## config.mk

```make
export PLATFORM = sky130hd
export DESIGN_NAME = multi_gate_occupancy
export DESIGN_NICKNAME = d
export VERILOG_FILES = /design/src/rtl/multi_gate_occupancy.sv
export SDC_FILE = /design/constraint.sdc
export NUM_CORES = 1
export LEC_CHECK = 0
export CAP_MARGIN = 5
export CORE_MARGIN = 10
export CORE_UTILIZATION = 55
export CTS_BUF_LIST = sky130_fd_sc_hd__clkbuf_4
export DETAILED_ROUTE_END_ITERATION = 6
export PLACE_DENSITY = 0.76
export SLEW_MARGIN = 20
export SYNTH_ARGS = -nofsm -noshare
export SYNTH_HDL_FRONTEND = slang
export SYNTH_SLANG_ARGS = --single-unit
```

## constraint.sdc

```tcl
create_clock -name clk -period 6.2 [get_ports clk]
set_input_delay 0.93 -clock clk [delete_from_list [all_inputs] [get_ports clk]]
set_output_delay 0.93 -clock clk [all_outputs]
set_load 0.02 [all_outputs]
```

## src/rtl/multi_gate_occupancy.sv

```systemverilog
// Multi-gate lot occupancy tracker: per-gate sensor sync/debounce, direction FSM,
// and a saturating occupancy counter with full/empty and sticky error flags.
module multi_gate_occupancy #(
  parameter int NUM_GATES = 2,
  parameter int DEBOUNCE  = 4,
  parameter int CAPACITY  = 15,
  parameter int CNT_W     = 4
) (
  input  logic                 clk,
  input  logic                 reset,
  input  logic [NUM_GATES-1:0] outer,
  input  logic [NUM_GATES-1:0] inner,
  output logic [NUM_GATES-1:0] enter,
  output logic [NUM_GATES-1:0] exit,
  output logic [CNT_W-1:0]     count,
  output logic                 full,
  output logic                 empty,
  output logic                 err
);

  // state | meaning
  // IDLE  | no vehicle in the gate
  // E1    | entering, outer beam blocked
  // E2    | entering, both beams blocked
  // E3    | entering, inner beam only
  // X1    | exiting, inner beam blocked
  // X2    | exiting, both beams blocked
  // X3    | exiting, outer beam only
  typedef enum logic [2:0] {IDLE, E1, E2, E3, X1, X2, X3} state_t;

  localparam int NS  = 2 * NUM_GATES;
  localparam int DBW = $clog2(DEBOUNCE + 1);
  localparam int SW  = CNT_W + 2;

  // sensor index s < NUM_GATES is outer[s], otherwise inner[s-NUM_GATES]
  logic [NS-1:0]        raw;
  logic [NS-1:0]        sync1_q, sync1_d, sync2_q, sync2_d, filt_q, filt_d;
  logic [DBW-1:0]       db_q [NS];
  logic [DBW-1:0]       db_d [NS];
  state_t               state_q [NUM_GATES];
  state_t               state_d [NUM_GATES];
  logic [NUM_GATES-1:0] enter_q, enter_d, exit_q, exit_d;
  logic [CNT_W-1:0]     count_q, count_d;
  logic                 err_q, err_d;
  logic signed [SW-1:0] ne, nx, next_s;
  logic [1:0]           oi;

  assign raw = {inner, outer};

  always_comb begin
    sync1_d = raw;
    sync2_d = sync1_q;
    filt_d  = filt_q;
    for (int s = 0; s < NS; s++) begin
      db_d[s] = '0;
      if (sync2_q[s] != filt_q[s]) begin
        if (db_q[s] == DBW'(DEBOUNCE)) filt_d[s] = sync2_q[s];
        else                           db_d[s]   = db_q[s] + 1'b1;
      end
    end
  end

  always_comb begin
    oi = '0;
    for (int g = 0; g < NUM_GATES; g++) begin
      state_d[g] = state_q[g];
      enter_d[g] = 1'b0;
      exit_d[g]  = 1'b0;
      oi = {filt_q[g], filt_q[NUM_GATES+g]};
      case (state_q[g])
        IDLE: if (oi == 2'b10) state_d[g] = E1;
              else if (oi == 2'b01) state_d[g] = X1;
        E1:   if (oi == 2'b11) state_d[g] = E2;
              else if (oi != 2'b10) state_d[g] = IDLE;
        E2:   case (oi)
                2'b01:   state_d[g] = E3;
                2'b10:   state_d[g] = E1;
                2'b00:   state_d[g] = IDLE;
                default: state_d[g] = E2;
              endcase
        E3:   case (oi)
                2'b00:   begin state_d[g] = IDLE; enter_d[g] = 1'b1; end
                2'b11:   state_d[g] = E2;
                2'b10:   state_d[g] = IDLE;
                default: state_d[g] = E3;
              endcase
        X1:   if (oi == 2'b11) state_d[g] = X2;
              else if (oi != 2'b01) state_d[g] = IDLE;
        X2:   case (oi)
                2'b10:   state_d[g] = X3;
                2'b01:   state_d[g] = X1;
                2'b00:   state_d[g] = IDLE;
                default: state_d[g] = X2;
              endcase
        X3:   case (oi)
                2'b00:   begin state_d[g] = IDLE; exit_d[g] = 1'b1; end
                2'b11:   state_d[g] = X2;
                2'b01:   state_d[g] = IDLE;
                default: state_d[g] = X3;
              endcase
        default: state_d[g] = IDLE;
      endcase
    end
  end

  // counter acts on the registered pulses, so it lags them by one cycle
  always_comb begin
    ne = '0;
    nx = '0;
    for (int g = 0; g < NUM_GATES; g++) begin
      ne = ne + SW'(enter_q[g]);
      nx = nx + SW'(exit_q[g]);
    end
    next_s  = $signed({2'b00, count_q}) + ne - nx;
    count_d = next_s[CNT_W-1:0];
    err_d   = err_q;
    if (next_s > $signed(SW'(CAPACITY))) begin
      count_d = CNT_W'(CAPACITY);
      err_d   = 1'b1;
    end else if (next_s < 0) begin
      count_d = '0;
      err_d   = 1'b1;
    end
  end

  always_ff @(posedge clk) begin
    if (!reset) begin
      sync1_q <= '0;
      sync2_q <= '0;
      filt_q  <= '0;
      for (int s = 0; s < NS; s++) db_q[s] <= '0;
      for (int g = 0; g < NUM_GATES; g++) state_q[g] <= IDLE;
      enter_q <= '0;
      exit_q  <= '0;
      count_q <= '0;
      err_q   <= 1'b0;
    end else begin
      sync1_q <= sync1_d;
      sync2_q <= sync2_d;
      filt_q  <= filt_d;
      for (int s = 0; s < NS; s++) db_q[s] <= db_d[s];
      for (int g = 0; g < NUM_GATES; g++) state_q[g] <= state_d[g];
      enter_q <= enter_d;
      exit_q  <= exit_d;
      count_q <= count_d;
      err_q   <= err_d;
    end
  end

  assign enter = enter_q;
  assign exit  = exit_q;
  assign count = count_q;
  assign full  = (count_q == CNT_W'(CAPACITY));
  assign empty = (count_q == '0);
  assign err   = err_q;

endmodule

```

==> flow_summary.yaml <==
floorplanning:
  die_w_um: 83.6
  rows: 23
  die_area_sq_um: 6990
  initial_core_util_pct: 56.1
  die_y_um: 83.6
  core-area_sq_um: 3970
  io_pins: 17
finish:
  utilization_pct: 62.5
  nNetsFinal: 298
  drive_above_1_share_pct: 5.70
  area_growth_pct: 11.4
  n_antenna_cell: 0
  fin_area_sq_um: 2480
pwr:
  combPwrFrac_pct: 28.3
  p_switching_uw: 190
  cellLeakagePower_nw: 1.00
  clock_power_share_pct: 26.5
  powerDensity_nw_per_um2: 252
  p_int_uw: 435
  power_frac_seq_pct: 45.3
  swShare_pct: 30.4
  ir_drop_uv: 148
timing:
  timing.fmax_mhz: 352
  skew_ns: 0.00541
  finalMaxSlewViolations: 0
  final.setup.tns_ns: 0
  finalSetupViolCount: 0
  worstMarginPinSlew_ns: 0.834
  fin_ws_ns: 3.36
  period_share_pct: 45.8
  rsz0062_at_grt: "false"
  relSlewSlack_pct: 44.2
  layout_min_cycle_time_ns: 2.84
  final_hold_viol_count: 0
clocking:
  htree_levels: 2
  cts_tree: "done"
  post_cts_resized: 0
  cts_sinks: 39
  post_cts_buffers: 0
  cts-root-buf: "clkbuf_4"
  path_clk_slew_ns: 0.11
  cts_buffer_depth: 2
  cts_buffers: 5
  clock_latency_ns: 0.33
  ctsHoldBuffers: 0
yosys:
  yosys_warnings: 0
  ys_ff_latch: 39
  yosysSeqAreaShare_pct: 35.1
  synthDistinctLibCells: 50
  async_reset_ff_share_pct: 0
  synthesis.nets: 284
  avgSynthCellArea_sq_um: 8.98
  synthCells: 248
  synth_area_sq_um: 2230
  synth_edf_count: 0
  synth_ff_type: "dfxtp_1"
route:
  ant_nets: 0
  vias_per_cell: 5.22
  vias: 1635
  drt_iter0_drc: 27
  drcViolationCount: 0
  routedWlPerCell_um: 11.2
  wirelength_mm: 3.52
  first_pass_iters: 4
setup_path:
  start_kind: "flop"
  crit_chain: "inv_1 -> ha_1 -> inv_1 -> nor3_1 -> clkdlybuf4s50_1"
  end_kind: "primary output"
  crit_family: "buffers and inverters"
  crit_buf_inv: 3
  crit_fanout: 4
  cpMostUsedCell: "inv_1"
  crit_required_ns: 5.27
  r2r_slack_ns: 3.94
  cp.arrival_ns: 1.91
  slowest_stage: "clkdlybuf4s50_1"
  crit_type: "flop to primary output"
  slowest_delay_ns: 0.63
placed_design:
  port_buffers: 16
  place_ws_ns: 3.62
  place.gp.congestion: 0.798
  place_hpwl_mm: 2.73
  placed_area_sq_um: 2400
global_route:
  grt_first_pass_wirelength_mm: 6.51
  grt_max_degree: 30
  grt.overflow.total: 0
  grt_pass1_vias: 1563
  grt_usage_pct: 10.7
  antenna_found_initial: 0
run_status:
  status: "complete, no violations"
job:
  cap_viol_max_count: 0
worst_hold_path:
  min_path_type: "flop to flop"
[stage by stage]
step                power [mW]  hold slack [ns]  instances
finish                   0.625            0.447        313
global placement         0.463            0.413        305
global route             0.670            0.460        313
CTS                      0.635            0.456        313
floorplan                0.405            0.412        248
detailed placement       0.467            0.427        305
[registers in the layout, summed over array words and instances (netlist names)]
name and cells:
enter 2, filt_q 4, db_q 12, state_q 6
count 4, sync1_q 4, sync2_q 4, err 1
exit 2
[power groups by stage]
stage	logic (mW)	clock network, mW	registers [mW]
after floorplan	0.100	0	0.305
after global placement	0.174	0	0.289
after detailed placement	0.178	0	0.289
after CTS	0.179	0.173	0.284
after global routing	0.200	0.183	0.287
final	0.177	0.166	0.283
[cells in the mapped netlist, types with 3 or more instances]
| cell type | n | area [sq um] |
|---|---|---|
| dfxtp_1 | 39 | 781 |
| inv_1 | 32 | 120 |
| ha_1 | 27 | 338 |
| a21oi_1 | 18 | 90.1 |
| nand2_1 | 18 | 67.6 |
| and2_1 | 14 | 87.6 |
| nor2_1 | 13 | 48.8 |
| mux2i_1 | 7 | 70.1 |
| nand3_1 | 7 | 35.0 |
| clkbuf_1 | 5 | 18.8 |
| o21ai_0 | 5 | 25.0 |
| xor2_1 | 5 | 43.8 |
| a21boi_0 | 4 | 30.0 |
| fa_1 | 3 | 60.1 |
| nand3b_1 | 3 | 22.5 |
| nor2b_1 | 3 | 18.8 |
| o21ai_1 | 3 | 15.0 |
[worst paths after layout]
kind	depth (start not counted)	startpoint	end
worst max-delay path	5	count[3]	empty
worst max register to register	9	exit[0]	count[0]
worst min register to register	1	sync1_q[0]	sync2_q[0]
worst min-delay path	1	sync1_q[0]	sync2_q[0]
[area by class of cell]
class / count / area, sq um
clock buffers: 5 / 37.5
fillers: 378 / 1490
multi-input cells: 167 / 1270
repair buffers: 16 / 160
inverters: 33 / 124
well taps: 50 / 62.6
flip-flops and latches: 39 / 781
clock inverters: 3 / 43.8
[cell usage in the layout (no fill, tap or decap), types with 2 or more instances in the layout]
cell and n:
a21oi_1 18, nand3b_1 3, inv_1 32, o21ai_1 3, mux2i_1 7, nor2_1 13
a21boi_1 2, dfxtp_1 39, nor2b_1 3, a211oi_1 2, clkdlybuf4s50_1 16, xnor2_1 2
fa_1 3, o21ai_0 5, nand2_1 18, and2_1 14, nor3_1 2, clkbuf_4 5
nand3_1 7, a21boi_0 4, and4_1 2, nor3b_1 2, ha_1 27, xor2_1 5
o311ai_1 2, nand2b_1 2
[worst reg2reg max path: cells and delay by family (launching register included)]
family | cells | cell delay [ns]
fa+ha+maj | 4 | 1.23
compound gates | 2 | 0.40
flops | 1 | 0.35
buf+inv | 3 | 0.18
[layer usage]
metal / share of wire, % / routed length, um / GRT usage (%) / up-vias
li1: - / - / - / 854
met1: 44 / 1560 / 11.3 / 745
met2: 49 / 1720 / 18.7 / 32
met3: 5.8 / 204 / 4.10 / 4
met4: 0.88 / 31 / 3.81 / 0
met5: 0 / 0 / 0 / -
[cells by family (layout without fill, tap and decap cells)]
logic type / Yosys count / count (layout) / share of synthesized area (%)
simple gates: 75 / 75 / 18.5
xor+xnor: 7 / 7 / 2.75
mux: 7 / 7 / 3.15
compound gates: 48 / 48 / 14.8
buf+inv: 42 / 57 / 7.81
fa+ha+maj: 30 / 30 / 17.9
flops: 39 / 39 / 35.1
Note: power is estimated with default switching activity, not from simulation.
==> edit 1: new RTL, config.mk and constraints unchanged <==
Register the output `err` once more, cleared by the reset; this adds one clock of latency there. The other outputs are not delayed to match.
--- a/src/rtl/multi_gate_occupancy.sv
+++ b/src/rtl/multi_gate_occupancy.sv
@@ -153,5 +153,11 @@
   assign full  = (count_q == CNT_W'(CAPACITY));
   assign empty = (count_q == '0);
-  assign err   = err_q;
+  always_ff @(posedge clk) begin
+    if (!reset) begin
+      err <= '0;
+    end else begin
+      err <= err_q;
+    end
+  end
 
 endmodule
Check against the original RTL: same outputs for any inputs over 10 cycles, from zero or initial values and one cycle with reset low; that may be too few to reach the edited logic, so the function may still have changed.
==> edit 1 against the unedited design <==
Worst setup slack improved by 0.010 ns; maximum frequency increased by 0.36%; routed wire length shrank 1.4%; total power shrank 6.1%; synthesized area decreased by 1.3%; final area down 1.9%; sequential cell count grew 1; via count shrank 3.2%; largest cell class unchanged; largest power group unchanged.
==> edit 1: results <==
metrics = {
    "sta": {
        "hold_ws_ns": 0.4481,
        "fin_skew_ns": 0.01363,
        "max_slew_margin": 0.4606,
    },
    "critical_path": {
        "rrSetupSlack_ns": 3.80,
        "path_max_fanout": 5,
        "r2r_end": "count[3]$_SDFF_PN0_",
    },
    "hold_path": {
        "hold_end": "sync2_q[3]$_SDFF_PN0_",
        "hp-start": "sync1_q[3]$_SDFF_PN0_",
    },
    "layout": {
        "drive_above_1_share": 0.03846,
        "fin_cells": 308,
        "finalNetCount": 295,
    },
    "global_routing": {
        "grt_max_degree": 29,
        "gr-usage-all-layers": 0.1041,
        "grt_pass1_vias": 1452,
        "grt_pass1_wl_mm": 6.237,
    },
    "clock_network": {
        "clkTransAtPathRegs_ns": 0.12,
        "clock_latency_ns": 0.36,
        "cts_buffers": 5,
    },
    "drt": {
        "wl_per_cell_um": 11.27,
        "drt_iter0_drc": 87,
        "vias": 1583,
    },
    "yosys": {
        "synth_commonest_cells": "dfxtp_1, inv_1, ha_1",
        "synth.distinct_cells": 45,
        "synth_nets": 281,
        "synthCells": 245,
        "synth_area_leaders": "dfxtp_1, ha_1, inv_1, and2_1, a21oi_1",
        "ys_seq_area_frac": 0.3645,
    },
    "outcome": {
        "outcome": "finished clean",
    },
    "pwr": {
        "peakVddDrop_v": 0.0001355,
        "leakage_nw": 0.9901,
    },
    "placed_design": {
        "gp_congestion": 0.7994,
        "dp_hpwl_mm": 2.586,
    },
}
edit 1: cell type report:
| type | instances | area (um^2) |
|---|---|---|
| multi-input combinational | 165 | 1240 |
| clock buffer | 5 | 37.54 |
| tap | 48 | 60.06 |
| timing repair buffer | 16 | 160.2 |
| clock inverter | 3 | 18.77 |
| sequential | 40 | 800.8 |
| fill | 329 | 1338 |
| inverter | 31 | 116.4 |
edit 1: through the flow:
| step | utilization | total power, mW | setup slack (ns) | cell area [um^2] |
|---|---|---|---|---|
| CTS | 0.6453 | 0.5937 | 3.349 | 2434 |
| finish | 0.6453 | 0.5874 | 3.370 | 2434 |
| global route | 0.6453 | 0.6299 | 3.232 | 2434 |
| floorplan | - | 0.4042 | 3.909 | 2197 |
| detailed placement | 0.6304 | 0.4647 | 3.674 | 2377 |
| global placement | 0.6304 | 0.4601 | 3.719 | 2377 |
edit 1: report_power, final:
part	switching, mW	internal, mW	leakage [nW]
logic	0.0900	0.0734	0.639
registers	0.0162	0.277	0.326
clock network	0.0877	0.0427	0.0249
edit 1: worst max path at each step:
stage | endpoint | depth (start not counted)
2_1_floorplan | err_q$_SDFFE_PN0P_ | 10
3_3_place_gp | count[1]$_SDFF_PN0_ | 3
3_5_place_dp | count[0]$_SDFF_PN0_ | 3
4_1_cts | empty | 5
5_1_grt | empty | 5
6_report | empty | 5
edit 1: per-layer routing:
layer | part of all wire | wire, um | global-route usage
met1 | 0.51 | 1770 | 0.1333
met4 | 0.022 | 76 | 0.05538
met3 | 0.050 | 175 | 0.03418
met5 | 0 | 0 | 0
met2 | 0.42 | 1449 | 0.1494
edit 1: cells by family after synthesis:
logic type                 after synthesis  share of synthesized area
and+or+nand+nor                         79                     0.2044
AOI/OAI and AO/OA                       43                     0.1219
buffers and inverters                   40                    0.07118
DFF                                     40                     0.3645
adders and majority gates               30                     0.1811
muxes                                    7                    0.03303
xor gates and xnor gates                 6                    0.02392
==> edit 2: new RTL, same flow settings <==
Without the edit above. Set the parameter `DEBOUNCE` to 2 (it was 4).
--- a/src/rtl/multi_gate_occupancy.sv
+++ b/src/rtl/multi_gate_occupancy.sv
@@ -3,5 +3,5 @@
 module multi_gate_occupancy #(
   parameter int NUM_GATES = 2,
-  parameter int DEBOUNCE  = 4,
+  parameter int DEBOUNCE  = 2,
   parameter int CAPACITY  = 15,
   parameter int CNT_W     = 4
Behaviour: same outputs for any inputs over 10 cycles, from zero or initial values and one cycle with reset low; that may be too few to reach the edited logic, so the function may still have changed.
==> edit 2 against the unedited design <==
Cell count decreased by 12%; first-iteration DRC count increased by 140%; synthesized area decreased by 11%; register-to-register slack got worse by 0.03 ns; routed wire length decreased by 4.1%; total power decreased by 4.4%; worst setup slack got worse by 0.065 ns; sequential cell count decreased by 4; final area decreased by 10%; worst hold slack got worse by 0.022 ns.
==> edit 2: results <==
metrics = {
    "yosys": {
        "synth_nets": 247,
        "netlist.area_leader.share": 0.3549,
        "synth.avg_cell_area_um2": 9.226,
        "synth_area_leaders": "dfxtp_1, ha_1, inv_1, a21oi_1, fa_1",
        "synthArstFlopShare": 0,
        "synth.distinct_cells": 44,
        "synth_commonest_cells": "dfxtp_1, inv_1, ha_1",
        "ys_seq_area_frac": 0.3549,
        "yosysWarnings": 0,
    },
    "layout": {
        "finalNetCount": 261,
        "reg.largest.list": "db_q: 8 flops, state_q: 6 flops",
        "drive_above_1_share": 0.05240,
        "fill_cells": 271,
    },
    "clock_network": {
        "cts_htree_levels": 2,
        "cts_setup_buffers": 0,
        "cts_buffer_depth": 2,
        "cts_buffers": 5,
        "clock_latency_ns": 0.34,
        "cts_root_buf": "clkbuf_4",
        "clkTransAtPathRegs_ns": 0.11,
    },
    "pwr": {
        "switchingPower_mw": 0.1894,
        "seq_cell_power_mw": 0.259,
        "peakVddDrop_v": 0.0001707,
        "leakage_nw": 0.8846,
        "power.total_mw": 0.5982,
        "p_comb_frac": 0.294,
    },
    "placed_design": {
        "placed_cell_area_mm2": 0.002145,
        "port_buffers": 16,
        "place_inst": 267,
        "dp_hpwl_mm": 2.486,
        "gp_congestion": 0.8780,
        "post-place-ws_ns": 3.679,
    },
    "drt": {
        "wl_per_cell_um": 12.27,
        "drt_wl_total_mm": 3.375,
        "drt_iter0_drc": 65,
        "viasPerCell": 5.335,
        "firstDrtPassIters": 4,
    },
    "global_routing": {
        "antenna_found_initial": 0,
        "grt_pass1_vias": 1396,
        "grt_max_degree": 28,
        "gr-usage-all-layers": 0.1178,
        "grt_pass1_wl_mm": 6.065,
    },
    "sta": {
        "fin_skew_ns": 0.01342,
        "fmax_ghz": 0.3441,
        "hold_ws_ns": 0.4252,
        "max_slew_margin": 0.4653,
    },
    "outcome": {
        "outcome": "finished clean",
    },
    "critical_path": {
        "path_max_fanout": 4,
        "rrSetupSlack_ns": 3.91,
        "cp.arrival_ns": 1.98,
    },
    "hold_path": {
        "hp-class": "reg -> reg",
    },
}
## edit 2: final timing paths
path / depth (start not counted) / start / to
max reg2reg: 9 / exit[1]$_SDFF_PN0_ / count[0]$_SDFF_PN0_
min reg2reg: 1 / db_q[2][0]$_SDFF_PP0_ / db_q[2][0]$_SDFF_PP0_
min: 1 / db_q[2][0]$_SDFF_PP0_ / db_q[2][0]$_SDFF_PP0_
max: 5 / count[3]$_SDFF_PN0_ / empty
## edit 2: layout make-up
| cell class | count | area (um^2) | share of cell area |
|---|---|---|---|
| clock buffer | 5 | 37.54 | 0.01686 |
| clock inverter | 3 | 43.79 | 0.01967 |
| inverter | 27 | 101.3 | 0.04553 |
| multi-input combinational | 143 | 1125 | 0.5053 |
| sequential | 35 | 700.7 | 0.3148 |
| tap | 46 | 57.56 | 0.02586 |
| timing repair buffer | 16 | 160.2 | 0.07195 |
## edit 2: cell families after synthesis
logic type / count (synthesis) / share of synthesized area
buf+inv: 36 / 0.07542
mux: 6 / 0.03042
simple gates: 67 / 0.2047
compound gates: 35 / 0.1166
xor+xnor: 8 / 0.03549
fa+ha+maj: 27 / 0.1825
flops: 35 / 0.3549
## edit 2: metal layers
| metal | global-route usage | up-vias | wire length, um | share of wire |
|---|---|---|---|---|
| li1 | - | 749 | - | - |
| met1 | 0.1349 | 670 | 1493 | 0.44 |
| met2 | 0.1878 | 45 | 1599 | 0.47 |
| met3 | 0.05068 | 3 | 260 | 0.077 |
| met4 | 0.04754 | 0 | 21 | 0.0062 |
| met5 | 0 | - | 0 | 0 |
## edit 2: critical path, stage by stage, from the launching register on
cell	delay (ns)
dfxtp_1	0.37
inv_1	0.16
ha_1	0.23
inv_1	0.06
nor3_1	0.17
clkdlybuf4s50_1	0.65
